==> config.mk <==
export PLATFORM = sky130hd
export DESIGN_NAME = wb_stage_pipelined
export DESIGN_NICKNAME = d
export VERILOG_FILES = /design/src/rtl/wb_stage_pipelined_pkg.sv /design/src/rtl/wb_stage_pipelined_load_extend.sv /design/src/rtl/wb_stage_pipelined.sv
export SDC_FILE = /design/constraint.sdc
export NUM_CORES = 1
export LEC_CHECK = 0
export CAP_MARGIN = 20
export CORE_AREA = 10 10 180 182
export CTS_CLUSTER_SIZE = 25
export DETAILED_ROUTE_END_ITERATION = 8
export DIE_AREA = 0 0 190 192
export DONT_BUFFER_PORTS = 1
export GPL_TIMING_DRIVEN = 0
export PLACE_DENSITY = 0.5
export SETUP_SLACK_MARGIN = 0.15
export SLEW_MARGIN = 25
export SYNTH_ARGS = -nofsm -noshare
export SYNTH_HDL_FRONTEND = slang
export SYNTH_SLANG_ARGS = --single-unit
==> constraint.sdc <==
create_clock -name clk -period 3.5 [get_ports clk]
set_input_delay 0.7 -clock clk [delete_from_list [all_inputs] [get_ports clk]]
set_output_delay 0.7 -clock clk [all_outputs]
set_load 0.03 [all_outputs]
==> src/rtl/wb_stage_pipelined_pkg.sv <==
// Shared encodings for the write-back result select and load funct3 values,
// used by decode, the MEM stage and the write-back stage.
package wb_stage_pipelined_pkg;

    typedef enum logic [1:0] {
        WB_ALU = 2'd0,
        WB_MEM = 2'd1,
        WB_PC4 = 2'd2,
        WB_IMM = 2'd3
    } wb_sel_e;

    localparam logic [2:0] F3_LB  = 3'b000;
    localparam logic [2:0] F3_LH  = 3'b001;
    localparam logic [2:0] F3_LW  = 3'b010;
    localparam logic [2:0] F3_LD  = 3'b011;
    localparam logic [2:0] F3_LBU = 3'b100;
    localparam logic [2:0] F3_LHU = 3'b101;
    localparam logic [2:0] F3_LWU = 3'b110;

endpackage

==> src/rtl/wb_stage_pipelined_load_extend.sv <==
// Combinational load lane extraction: shifts the addressed lane down, then
// sign- or zero-extends it and flags misaligned or illegal load widths.
module load_extend
    import wb_stage_pipelined_pkg::*;
#(
    parameter int XLEN = 64,
    localparam int AW = $clog2(XLEN / 8)
) (
    input  logic [2:0]      funct3_i,
    input  logic [AW-1:0]   addr_lo_i,
    input  logic [XLEN-1:0] data_i,
    output logic [XLEN-1:0] data_o,
    output logic            trap_o
);

    localparam int SW = $clog2(XLEN) + 1;

    logic [XLEN-1:0] shifted;
    logic [XLEN-1:0] left;
    logic [SW-1:0]   pad;

    // Left-align the lane, then shift back so the top bit sets the extension.
    always_comb begin
        shifted = data_i >> {addr_lo_i, 3'b000};
        case (funct3_i[1:0])
            2'b00:   pad = SW'(XLEN - 8);
            2'b01:   pad = SW'(XLEN - 16);
            2'b10:   pad = SW'(XLEN - 32);
            default: pad = '0;
        endcase
        left = shifted << pad;
        if (funct3_i[2])
            data_o = left >> pad;
        else
            data_o = $signed(left) >>> pad;
    end

    always_comb begin
        trap_o = 1'b0;
        case (funct3_i)
            F3_LB, F3_LBU: trap_o = 1'b0;
            F3_LH, F3_LHU: trap_o = addr_lo_i[0];
            F3_LW:         trap_o = (addr_lo_i[1:0] != 2'b00);
            F3_LWU:        trap_o = (addr_lo_i[1:0] != 2'b00) || (XLEN == 32);
            F3_LD:         trap_o = (addr_lo_i != '0) || (XLEN == 32);
            default:       trap_o = 1'b1;
        endcase
    end

endmodule

==> src/rtl/wb_stage_pipelined.sv <==
// Write-back stage: MEM/WB register with valid/ready handshake, result select,
// register-file write port, forwarding bus and retired-instruction counter.
module wb_stage_pipelined
    import wb_stage_pipelined_pkg::*;
#(
    parameter int XLEN     = 64,
    parameter int REG_AW   = 5,
    parameter int RETIRE_W = 64,
    parameter int DEBUG    = 0,
    localparam int AW = $clog2(XLEN / 8)
) (
    input  logic                clk,
    input  logic                reset,
    input  logic                flush,
    input  logic                in_valid,
    output logic                in_ready,
    input  logic [1:0]          wb_sel,
    input  logic                reg_write,
    input  logic [REG_AW-1:0]   rd,
    input  logic [2:0]          funct3,
    input  logic [AW-1:0]       addr_lo,
    input  logic [XLEN-1:0]     read_data,
    input  logic [XLEN-1:0]     alu_result,
    input  logic [XLEN-1:0]     pc_plus4,
    input  logic [XLEN-1:0]     imm,
    input  logic                stall,
    output logic                rf_we,
    output logic [REG_AW-1:0]   rf_waddr,
    output logic [XLEN-1:0]     rf_wdata,
    output logic                fwd_valid,
    output logic [REG_AW-1:0]   fwd_rd,
    output logic [XLEN-1:0]     fwd_data,
    output logic                load_trap,
    output logic [RETIRE_W-1:0] retire_count
);

    generate
        if ((XLEN != 32 && XLEN != 64) || (DEBUG != 0 && DEBUG != 1)) begin : g_bad_param
            $error("wb_stage_pipelined: unsupported XLEN or DEBUG value");
        end
    endgenerate

    logic [XLEN-1:0] load_data;
    logic            load_trap_raw;

    load_extend #(.XLEN(XLEN)) u_load_extend (
        .funct3_i  (funct3),
        .addr_lo_i (addr_lo),
        .data_i    (read_data),
        .data_o    (load_data),
        .trap_o    (load_trap_raw)
    );

    logic                valid_q, valid_d;
    logic                reg_write_q, reg_write_d;
    logic                trap_q, trap_d;
    logic [REG_AW-1:0]   rd_q, rd_d;
    logic [XLEN-1:0]     data_q, data_d;
    logic [RETIRE_W-1:0] retire_q, retire_d;

    logic xfer;
    logic commit;
    logic result_ok;

    // Reset gates the handshake so nothing is accepted or committed mid-reset.
    assign in_ready  = !reset && !flush && (!valid_q || !stall);
    assign xfer      = in_valid && in_ready;
    assign commit    = !reset && valid_q && !stall;
    assign result_ok = valid_q && reg_write_q && (rd_q != '0) && !trap_q;

    always_comb begin
        valid_d     = valid_q;
        reg_write_d = reg_write_q;
        trap_d      = trap_q;
        rd_d        = rd_q;
        data_d      = data_q;
        retire_d    = retire_q;
        if (xfer) begin
            valid_d     = 1'b1;
            reg_write_d = reg_write;
            rd_d        = rd;
            trap_d      = (wb_sel == WB_MEM) && load_trap_raw;
            case (wb_sel_e'(wb_sel))
                WB_ALU:  data_d = alu_result;
                WB_MEM:  data_d = load_data;
                WB_PC4:  data_d = pc_plus4;
                default: data_d = imm;
            endcase
        end else if (commit || flush) begin
            valid_d = 1'b0;
        end
        if (commit && !trap_q)
            retire_d = retire_q + 1'b1;
    end

    always_ff @(posedge clk) begin
        if (reset) begin
            valid_q     <= 1'b0;
            reg_write_q <= 1'b0;
            trap_q      <= 1'b0;
            rd_q        <= '0;
            data_q      <= '0;
            retire_q    <= '0;
        end else begin
            valid_q     <= valid_d;
            reg_write_q <= reg_write_d;
            trap_q      <= trap_d;
            rd_q        <= rd_d;
            data_q      <= data_d;
            retire_q    <= retire_d;
        end
    end

    assign rf_we        = commit && result_ok;
    assign rf_waddr     = rd_q;
    assign rf_wdata     = data_q;
    assign fwd_valid    = !reset && result_ok;
    assign fwd_rd       = rd_q;
    assign fwd_data     = data_q;
    assign load_trap    = commit && trap_q;
    assign retire_count = retire_q;

endmodule

==> run_results.csv <==
group,metric,value,unit
route,routed_wl,55600,um
power,powerDensity,407,nW/um^2
logic_synthesis,ys.flop_type,"dfxtp_1",
die,die_w,190,um
route,first_iter_violations,978,
route,post_drt_wl_per_cell,33.9,um
route,dr.pass1.iters,5,
global_route,grt_max_degree,17,
worst_setup_path,crit_chain,"buf_2 -> inv_1 -> nand4b_1 -> a21oi_1 -> nor2b_1",
logic_synthesis,synthesis.area,10200,um^2
placement,post-dp-hpwl,45700,um
worst_setup_path,crit_end,"rf_we",
layout,fin_nets,1514,
route,ant_nets,0,
route,via_per_inst,6.41,
worst_setup_path,arrival,2.52,ns
worst_setup_path,crit_slowest_cell,"a21oi_1",
global_route,grt_pass1_wl,77500,um
clock_network,numCtsBuffers,17,
worst_setup_path,worstSetupStartpoint,"reset",
logic_synthesis,yosysTopAreaCell,"dfxtp_1",
timing,period_share,0.921,
logic_synthesis,ys_warn_count,0,
placement,place_congestion,1.03,
worst_setup_path,regToRegSetupSlack,0.51,ns
logic_synthesis,synth_top_area_frac,0.268,
clock_network,cts_setup_buffers,0,
timing,relSlewSlack,0.345,
power,ir_worst_vdd,0.000314,V
worst_setup_path,cp-end-kind,"primary output",
timing,report.final.slew_viol_count,0,
timing,grt_setup_unrepaired,"false",
worst_setup_path,reg2reg_from,"valid_q",
die,ios,481,
die,dieArea,36500,um^2
placement,placed_area,10700,um^2
clock_network,clk_latency,0.45,ns
layout,final_common_cell,"dfxtp_1",
logic_synthesis,syn-num-nets,1493,
layout,drive_gt1_frac,0.195,
clock_network,postCtsHoldBufs,0,
die,core_area,28600,um^2
run,cap_violations,0,
timing,hold_violations,0,
clock_network,path_clk_slew,0.06,ns
clock_network,clockBufferDepth,2,
logic_synthesis,seq_area_frac_synth,0.268,
global_route,gr-total-overflow,0,
layout,stdcell_area,11300,um^2
global_route,grt_pass1_vias,10193,
clock_network,cts_root_buf,"clkbuf_16",
route,post-route-drc-count,0,
worst_setup_path,r2r_end,"fwd_rd[3]",
logic_synthesis,synth-edff-count,0,
logic_synthesis,synthTopCellsByArea,"dfxtp_1, mux2_2, mux4_2, buf_4, a21oi_1",
die,die_h,192,um
worst_setup_path,max_stage_delay,0.62,ns
timing,fin_tns_setup,0,ns
layout,final_cell_mix,"dfxtp_1, a21oi_1, nor2_1",
worst_setup_path,worst_ep_required_time,2.80,ns
route,vias,10509,
worst_setup_path,critical_path_class,"primary input to primary output",
worst_setup_path,worstPathMaxFanout,9,
timing,setup_viol,0,
min_path,worst_hold_path.num_cells,1,
logic_synthesis,async_flop_share,0,
logic_synthesis,syn_area_per_cell,8.35,um^2
power,p_leak,3.95,nW
logic_synthesis,yosys_register_bits,136,
timing,fmax,310,MHz
clock_network,postCtsResizedCells,0,
clock_network,cts.sinks,136,
logic_synthesis,syn_inst,1217,
layout,area_growth,11.1,%
clock_network,htreeDepth,4,
timing,finalClockSkew,0.0168,ns
global_route,antenna_found_initial,8,
global_route,grtUsageTotal,0.290,
die,num_rows,62,
timing,worst_slew_pin_slew,0.983,ns
timing,min_period,3.22,ns
die,initial_core_util,0.355,
worst_setup_path,start_kind,"primary input",
placement,io_buffers,0,
power,power,4.60,mW
worst_setup_path,worst_r2r_path_depth,7,
status,status,"completed",
logic_synthesis,ys_types,72,
clock_network,cts_tree,"yes",
min_path,hp-class,"primary input to flip-flop",
-- cell type report --
type                            instances  area [um^2]
Fill cell                            2956        17300
Multi-Input combinational cell        899         6450
Sequential cell                       136         2720
Buffer                                168          958
Tap cell                              384          480
Clock buffer                           17          425
Clock inverter                         15          175
Inverter                               14         52.6
Antenna cell                            5         12.5
Timing Repair Buffer                    2         10.0
-- worst min path at each step --
stage / from / endpoint / slack, ns
final: flush / valid_q / 0.34
after floorplan: reg_write_q / reg_write_q / 0.44
after detailed placement: reg_write_q / reg_write_q / 0.45
after global placement: reg_write_q / reg_write_q / 0.45
after CTS: flush / valid_q / 0.32
after global routing: flush / valid_q / 0.32
-- routing by layer --
layer,global-route usage,vias up,part of all wire
li1,-,4635,-
met1,0.341,5186,0.38
met2,0.489,610,0.48
met3,0.100,72,0.11
met4,0.0885,6,0.027
met5,0,-,0.00059
-- where the power goes --
part	switching [mW]	internal, mW
Sequential	0.163	1.59
Combinational	0.581	0.341
Clock	0.894	1.02
Total	1.64	2.96
-- metrics by stage --
step	setup slack (ns)	cells	hold WS (ns)	utilization
after floorplan	0.570	1217	0.437	-
after detailed placement	-0.0657	1603	0.453	0.373
after global placement	-0.590	1601	0.447	0.372
final	0.277	1640	0.339	0.394
after CTS	0.250	1635	0.324	0.394
after global routing	0.196	1638	0.323	0.394
-- flip-flops by register name, indices dropped and copies added, names as in the netlist --
register	cells
reg_write_q	1
fwd_rd	5
valid_q	1
retire_count	64
trap_q	1
fwd_data	64
-- critical path, delay by kind of cell --
family | cells | cell delay [ns]
compound gates | 1 | 0.62
buf+inv | 2 | 0.45
simple gates | 2 | 0.74
-- kinds of logic (layout without fill, tap and decap cells) --
group | Yosys count | count (layout) | synth area share
simple gates | 386 | 386 | 0.198
compound gates | 345 | 345 | 0.231
buf+inv | 182 | 216 | 0.0995
flops | 136 | 136 | 0.268
mux | 133 | 133 | 0.172
xor+xnor | 34 | 34 | 0.0293
fa+ha+maj | 1 | 1 | 0.00123
other cells | 0 | 5 | 0
-- cells in the mapped netlist (19+ instances only) --
library cell,n
nand2_1,93
clkbuf_1,56
xor2_1,24
a21oi_1,104
nand3_1,29
mux2i_1,47
mux4_2,27
mux2_2,58
o21ai_0,40
buf_2,19
dfxtp_1,136
buf_4,71
nand4_1,34
nor2_1,101
nor3_1,20
o22ai_1,42
Note: power is estimated with default switching activity, not from simulation.
